## src/rtl/jk_cnt_pkg.sv

```systemverilog
// Shared definitions for the JK-based counter family.
//   MODE_WRAP / MODE_SAT : values for the SATURATE parameter of the counters.
//   clog2()              : bits needed to hold the count range 0..value-1 (minimum 1),
//                          used by instantiating blocks to size WIDTH from MODULUS.
package jk_cnt_pkg;

  localparam int unsigned MODE_WRAP = 0;
  localparam int unsigned MODE_SAT  = 1;

  function automatic int unsigned clog2(input int unsigned value);
    int unsigned result;
    int unsigned top;
    result = 0;
    top    = (value > 0) ? value - 1 : 0;
    for (int i = 0; i < 32; i++) begin
      if ((top >> i) != 0) begin
        result = i + 1;
      end
    end
    return (result == 0) ? 1 : result;
  endfunction

endpackage

```

## src/rtl/jk_ff.sv

```systemverilog
// Single JK flip-flop, rising-edge clocked, asynchronous active-high reset to 0.
//   clk   in  : clock
//   reset in  : async reset, forces q = 0 while high
//   j, k  in  : 00 hold, 01 reset, 10 set, 11 toggle
//   q     out : stored bit
module jk_ff (
  input  logic clk,
  input  logic reset,
  input  logic j,
  input  logic k,
  output logic q
);

  always_ff @(posedge clk or posedge reset) begin
    if (reset) begin
      q <= 1'b0;
    end else begin
      unique case ({j, k})
        2'b00:   q <= q;
        2'b01:   q <= 1'b0;
        2'b10:   q <= 1'b1;
        default: q <= ~q;
      endcase
    end
  end

endmodule

```

## src/rtl/jk_modn_updown_counter.sv

```systemverilog
// Modulo-N up/down counter built from JK flip-flops.
//   clk      in  : rising-edge clock
//   reset    in  : async active-high reset (q = 0, ovf = 0)
//   en       in  : count enable, one step per edge
//   up       in  : 1 = increment, 0 = decrement
//   load     in  : synchronous parallel load, overrides en/up
//   load_val in  : load value, clamped to MODULUS-1 if out of range
//   q        out : current count, always 0..MODULUS-1
//   tc       out : terminal count for the current direction (combinational)
//   ovf      out : one-cycle registered pulse on wrap or saturation attempt
module jk_modn_updown_counter
  import jk_cnt_pkg::*;
#(
  parameter int unsigned WIDTH    = 4,
  parameter int unsigned MODULUS  = 16,
  parameter int unsigned SATURATE = MODE_WRAP
) (
  input  logic             clk,
  input  logic             reset,
  input  logic             en,
  input  logic             up,
  input  logic             load,
  input  logic [WIDTH-1:0] load_val,
  output logic [WIDTH-1:0] q,
  output logic             tc,
  output logic             ovf
);

  // Elaboration-time legality checks.
  if (WIDTH < 1 || WIDTH > 16) begin : g_bad_width
    $error("jk_modn_updown_counter: WIDTH must be 1..16");
  end
  if (MODULUS < 2 || MODULUS > (32'd1 << WIDTH)) begin : g_bad_modulus
    $error("jk_modn_updown_counter: MODULUS must satisfy 2 <= MODULUS <= 2**WIDTH");
  end
  if (SATURATE != MODE_WRAP && SATURATE != MODE_SAT) begin : g_bad_mode
    $error("jk_modn_updown_counter: SATURATE must be 0 or 1");
  end

  localparam logic [WIDTH-1:0] MaxVal = WIDTH'(MODULUS - 1);
  localparam logic [WIDTH-1:0] One    = WIDTH'(1);
  localparam bit               SatMode = (SATURATE == MODE_SAT);

  logic [WIDTH-1:0] cnt_q;
  logic [WIDTH-1:0] cnt_d;
  logic [WIDTH-1:0] j;
  logic [WIDTH-1:0] k;
  logic             ovf_q;
  logic             ovf_d;
  logic             at_max;
  logic             at_zero;

  assign at_max  = (cnt_q == MaxVal);
  assign at_zero = (cnt_q == '0);

  // Next-state value; priority is load, then en, then hold.
  always_comb begin
    cnt_d = cnt_q;
    ovf_d = 1'b0;
    if (load) begin
      cnt_d = (load_val > MaxVal) ? MaxVal : load_val;
    end else if (en) begin
      if (up) begin
        if (at_max) begin
          ovf_d = 1'b1;
          cnt_d = SatMode ? cnt_q : '0;
        end else begin
          cnt_d = cnt_q + One;
        end
      end else begin
        if (at_zero) begin
          ovf_d = 1'b1;
          cnt_d = SatMode ? cnt_q : MaxVal;
        end else begin
          cnt_d = cnt_q - One;
        end
      end
    end
  end

  // Set/reset-only JK drive: toggle is never requested.
  assign j = cnt_d & ~cnt_q;
  assign k = ~cnt_d & cnt_q;

  for (genvar i = 0; i < WIDTH; i++) begin : g_bit
    jk_ff u_ff (
      .clk   (clk),
      .reset (reset),
      .j     (j[i]),
      .k     (k[i]),
      .q     (cnt_q[i])
    );
  end

  always_ff @(posedge clk or posedge reset) begin
    if (reset) begin
      ovf_q <= 1'b0;
    end else begin
      ovf_q <= ovf_d;
    end
  end

  assign q   = cnt_q;
  assign ovf = ovf_q;
  assign tc  = up ? at_max : at_zero;

endmodule

```

## config.mk

```make
export PLATFORM = sky130hd
export DESIGN_NAME = jk_modn_updown_counter
export DESIGN_NICKNAME = d
export VERILOG_FILES = /design/src/rtl/jk_cnt_pkg.sv /design/src/rtl/jk_ff.sv /design/src/rtl/jk_modn_updown_counter.sv
export SDC_FILE = /design/constraint.sdc
export NUM_CORES = 1
export LEC_CHECK = 0
export ABC_AREA = 1
export BUFFER_PORTS_ARGS = -buffer_cell sky130_fd_sc_hd__buf_2
export CORE_MARGIN = 4
export CORE_UTILIZATION = 35
export DETAILED_ROUTE_END_ITERATION = 10
export PLACE_DENSITY_LB_ADDON = 0.3
export SYNTH_ARGS = -nofsm -noshare
export SYNTH_HDL_FRONTEND = slang
export SYNTH_HIERARCHICAL = 1
export SYNTH_SLANG_ARGS = --single-unit
```

## constraint.sdc

```tcl
create_clock -name clk -period 4.01 [get_ports clk]
set_clock_uncertainty 0.1 [all_clocks]
set_input_delay 0.6015 -clock clk [delete_from_list [all_inputs] [get_ports clk]]
set_output_delay 0.6015 -clock clk [all_outputs]
set_load 0.03 [all_outputs]
```

==> impl_metrics.csv <==
group,metric,value,unit
synth,syn-mean-instance-area,5.91,µm²
timing,final.setup.tns,0,ns
synth,leading_post_synthesis_cells_by_cell_area,"sky130_fd_sc_hd__nand2_1 (18%), sky130_fd_sc_hd__dfrtp_1 (18%), sky130_fd_sc_hd__ha_1 (18%)",
cells_and_area,final_core_utilization,42.7,%
clock_network,clock_slew_at_the_register_clock_pins_of_the_worst_setup_and_hold_paths,0.04,ns
global_route,global_route.usage.met1,13.4,%
synth,yosys_warnings,6,
power,pwr_density_cell,693,nW/µm²
timing,finalHoldWorstSlack,0.132,ns
timing,final-setup-viol-count,0,
clock_network,cts_made_buffers,3,
synth,mapped_cells,120,
floorplan,die_width,53.0,µm
cells_and_area,fill_cells,224,
job,maxCapViolations,0,
floorplan,core_area,1940,µm²
global_route,grt_start_max_net_pins,11,
synth,synth_cell_types,17,
synth,ys_dominant_reg_cell,"sky130_fd_sc_hd__dfrtp_1",
power,power.ir.vdd_worst,276,µV
floorplan,initial_utilization,36.5,%
synth,synth-edff-count,0,
clock_network,cts-hold-fix-buffers,0,
cells_and_area,multi_input_comb_area,438,µm²
drt,vias_per_cell,4.33,
synth,synth.most_common_cell,"sky130_fd_sc_hd__nand2_1",
critical_path,timing.critical_path.from_type,"register",
floorplan,rows,16,
timing,worstMarginPinSlew,0.331,ns
synth,synth_commonest_cells,"sky130_fd_sc_hd__nand2_1 (34), sky130_fd_sc_hd__inv_1 (33), sky130_fd_sc_hd__ha_1 (10), sky130_fd_sc_hd__nand3_1 (10), sky130_fd_sc_hd__a21oi_1 (8)",
power,static-leakage-power,0.522,nW
critical_path,worstPathArrival,1.65,ns
placement,finalWeightedCongestion,0.694,
timing,timing.final.hold_violations,0,
global_route,grt-busiest-layer,"met2",
timing,max_freq,425,MHz
placement,portBuffers,14,
critical_path,required,3.31,ns
drt,1st_pass_router_iterations,4,
cells_and_area,seq_area,125,µm²
cells_and_area,post_route_cells_drive_above_1_share,16.8,%
synth,yosysSeqAreaShare,17.6,%
cells_and_area,layout-area-overhead-vs-synth,16.8,%
synth,synthesis.area,709,µm²
global_route,number_of_antenna_violations_at_the_first_check_in_global_routing,0,
synth,ys_async_sr_fraction,100,%
global_route,grt_pass1_vias,654,
floorplan,num_io_pins,15,
cells_and_area,nNetsFinal,157,
clock_network,insertion_delay,0.24,ns
clock_network,cts_tree,"done",
clock_network,clock_tree.root_cell,"sky130_fd_sc_hd__clkbuf_4",
global_route,met3_track_usage_gr,5.07,%
synth,syn_nets,139,
critical_path,worst-path-max-fanout,10,
synth,synthDominantAreaCellType,"sky130_fd_sc_hd__nand2_1",
synth,synth_seq_cells,5,
clock_network,postCtsResizedCells,0,
status,outcome,"complete, no violations",
clock_network,ctsLongestPathBuffers,2,
floorplan,die_ar,2810,µm²
global_route,overflow,0,
drt,routed-via-count,710,
clock_network,cts_h_tree_lvls,1,
worst_hold_path,worst_hold_path_type,"primary input to asynchronous set/reset pin",
drt,drtAntennaViolNets,0,
timing,fin_crit,2.36,ns
critical_path,critPathCaptureType,"output port",
drt,remaining_drc_errors,0,
clock_network,clock_sinks,5,
timing,slew_headroom,77.9,%
drt,post_route_wl,1.38,mm
synth,share_of_the_synthesized_area_in_the_top_cell_type,18.0,%
global_route,grtUsageTotal,12.1,%
timing,drv_slew,0,
clock_network,post-cts-setup-buffer-count,0,
placement,dp.final_hpwl,1.17,mm
critical_path,setup.worst_path.class,"register to output port",
global_route,grt_pass1_wl,2.48,mm
timing,grt_setup_unrepaired,"no",
cells_and_area,num_antenna_cells,0,
drt,detailedRoute.firstIterationViolations,9,
timing,post_route_fraction_of_the_period_consumed_by_the_critical_path,58.7,%
floorplan,dieHeight,53.0,µm
drt,wl_per_cell,8.41,µm
critical_path,reg2reg_depth,14,
global_route,grt.met2_usage,21.3,%
power,total_power,0.574,mW
-- worst max-delay path, cell delays in order, from the launching register on --
cell                      delay, ns
sky130_fd_sc_hd__dfrtp_1       0.52
sky130_fd_sc_hd__inv_1         0.11
sky130_fd_sc_hd__ha_1          0.23
sky130_fd_sc_hd__nand2_4       0.08
sky130_fd_sc_hd__nor2_2        0.04
sky130_fd_sc_hd__a21oi_1       0.20
sky130_fd_sc_hd__inv_1         0.05
sky130_fd_sc_hd__buf_2         0.17
-- cells in the final DEF, fill, tap and decap left out, drive strengths merged --
cell type and n:
inv 36, nand2 35, buf 14, nand3 10
ha 10, a21oi 8, nor2 8, dfrtp 5
clkbuf 4, xor2 2, o211ai 1, o21ai 1
a211oi 1, nand4 1, nor3 1
-- layout make-up --
class                   instances  area share (%)
flip-flops and latches          5            15.1
inverters                      36            16.3
well taps                      27            4.08
clock buffers                   4            3.17
multi-input cells              78            52.9
repair buffers                 14            8.46
-- sequential cells by signal, summed over array words and instances (netlist names) --
name	flops
g_bit.u_ff/q	4
ovf	1
-- power by group --
| group | switching [mW] | internal [mW] | leakage, nW | total (mW) |
|---|---|---|---|---|
| sequential | 0.0537 | 0.0730 | 0.0624 | 0.127 |
| clock | 0.0211 | 0.0376 | 0.0150 | 0.0587 |
| combinational | 0.241 | 0.147 | 0.445 | 0.388 |
-- path summary, 6_finish.rpt --
| kind | to | slack, ns | from |
|---|---|---|---|
| worst max-delay path | tc | 1.65 | g_bit[1].u_ff/q |
| worst min-delay path | g_bit[0].u_ff/q | 0.13 | reset |
| worst max register to register | g_bit[0].u_ff/q | 1.77 | g_bit[0].u_ff/q |
| worst min register to register | g_bit[3].u_ff/q | 0.54 | g_bit[3].u_ff/q |
| max in group asynchronous | ovf | 3.58 | reset |
| min in group clk | ovf | 0.54 | load |
-- layer usage --
layer | part of all wire [%] | wire length, µm | up-vias
met3 | 3.6 | 50 | 0
li1 | - | - | 389
met1 | 45 | 627 | 309
met2 | 51 | 702 | 12
met5 | 0 | 0 | -
met4 | 0 | 0 | 0
-- logic make-up after synthesis --
| family | after synthesis | synth area share (%) |
|---|---|---|
| and+or+nand+nor | 55 | 33.2 |
| buffers and inverters | 37 | 20.6 |
| AOI/OAI and AO/OA | 11 | 8.47 |
| adders and majority gates | 10 | 17.6 |
| DFF | 5 | 17.6 |
| xor gates and xnor gates | 2 | 2.47 |
-- stage by stage --
stage               setup WS, ns  instance area [µm²]  instances
CTS                         1.63                  828        164
global route                1.51                  828        164
detailed placement          1.77                  802        160
floorplan                   1.74                  709        120
finish                      1.65                  828        164
global placement            1.79                  802        160
No activity file was read; power rests on OpenSTA's default activity.
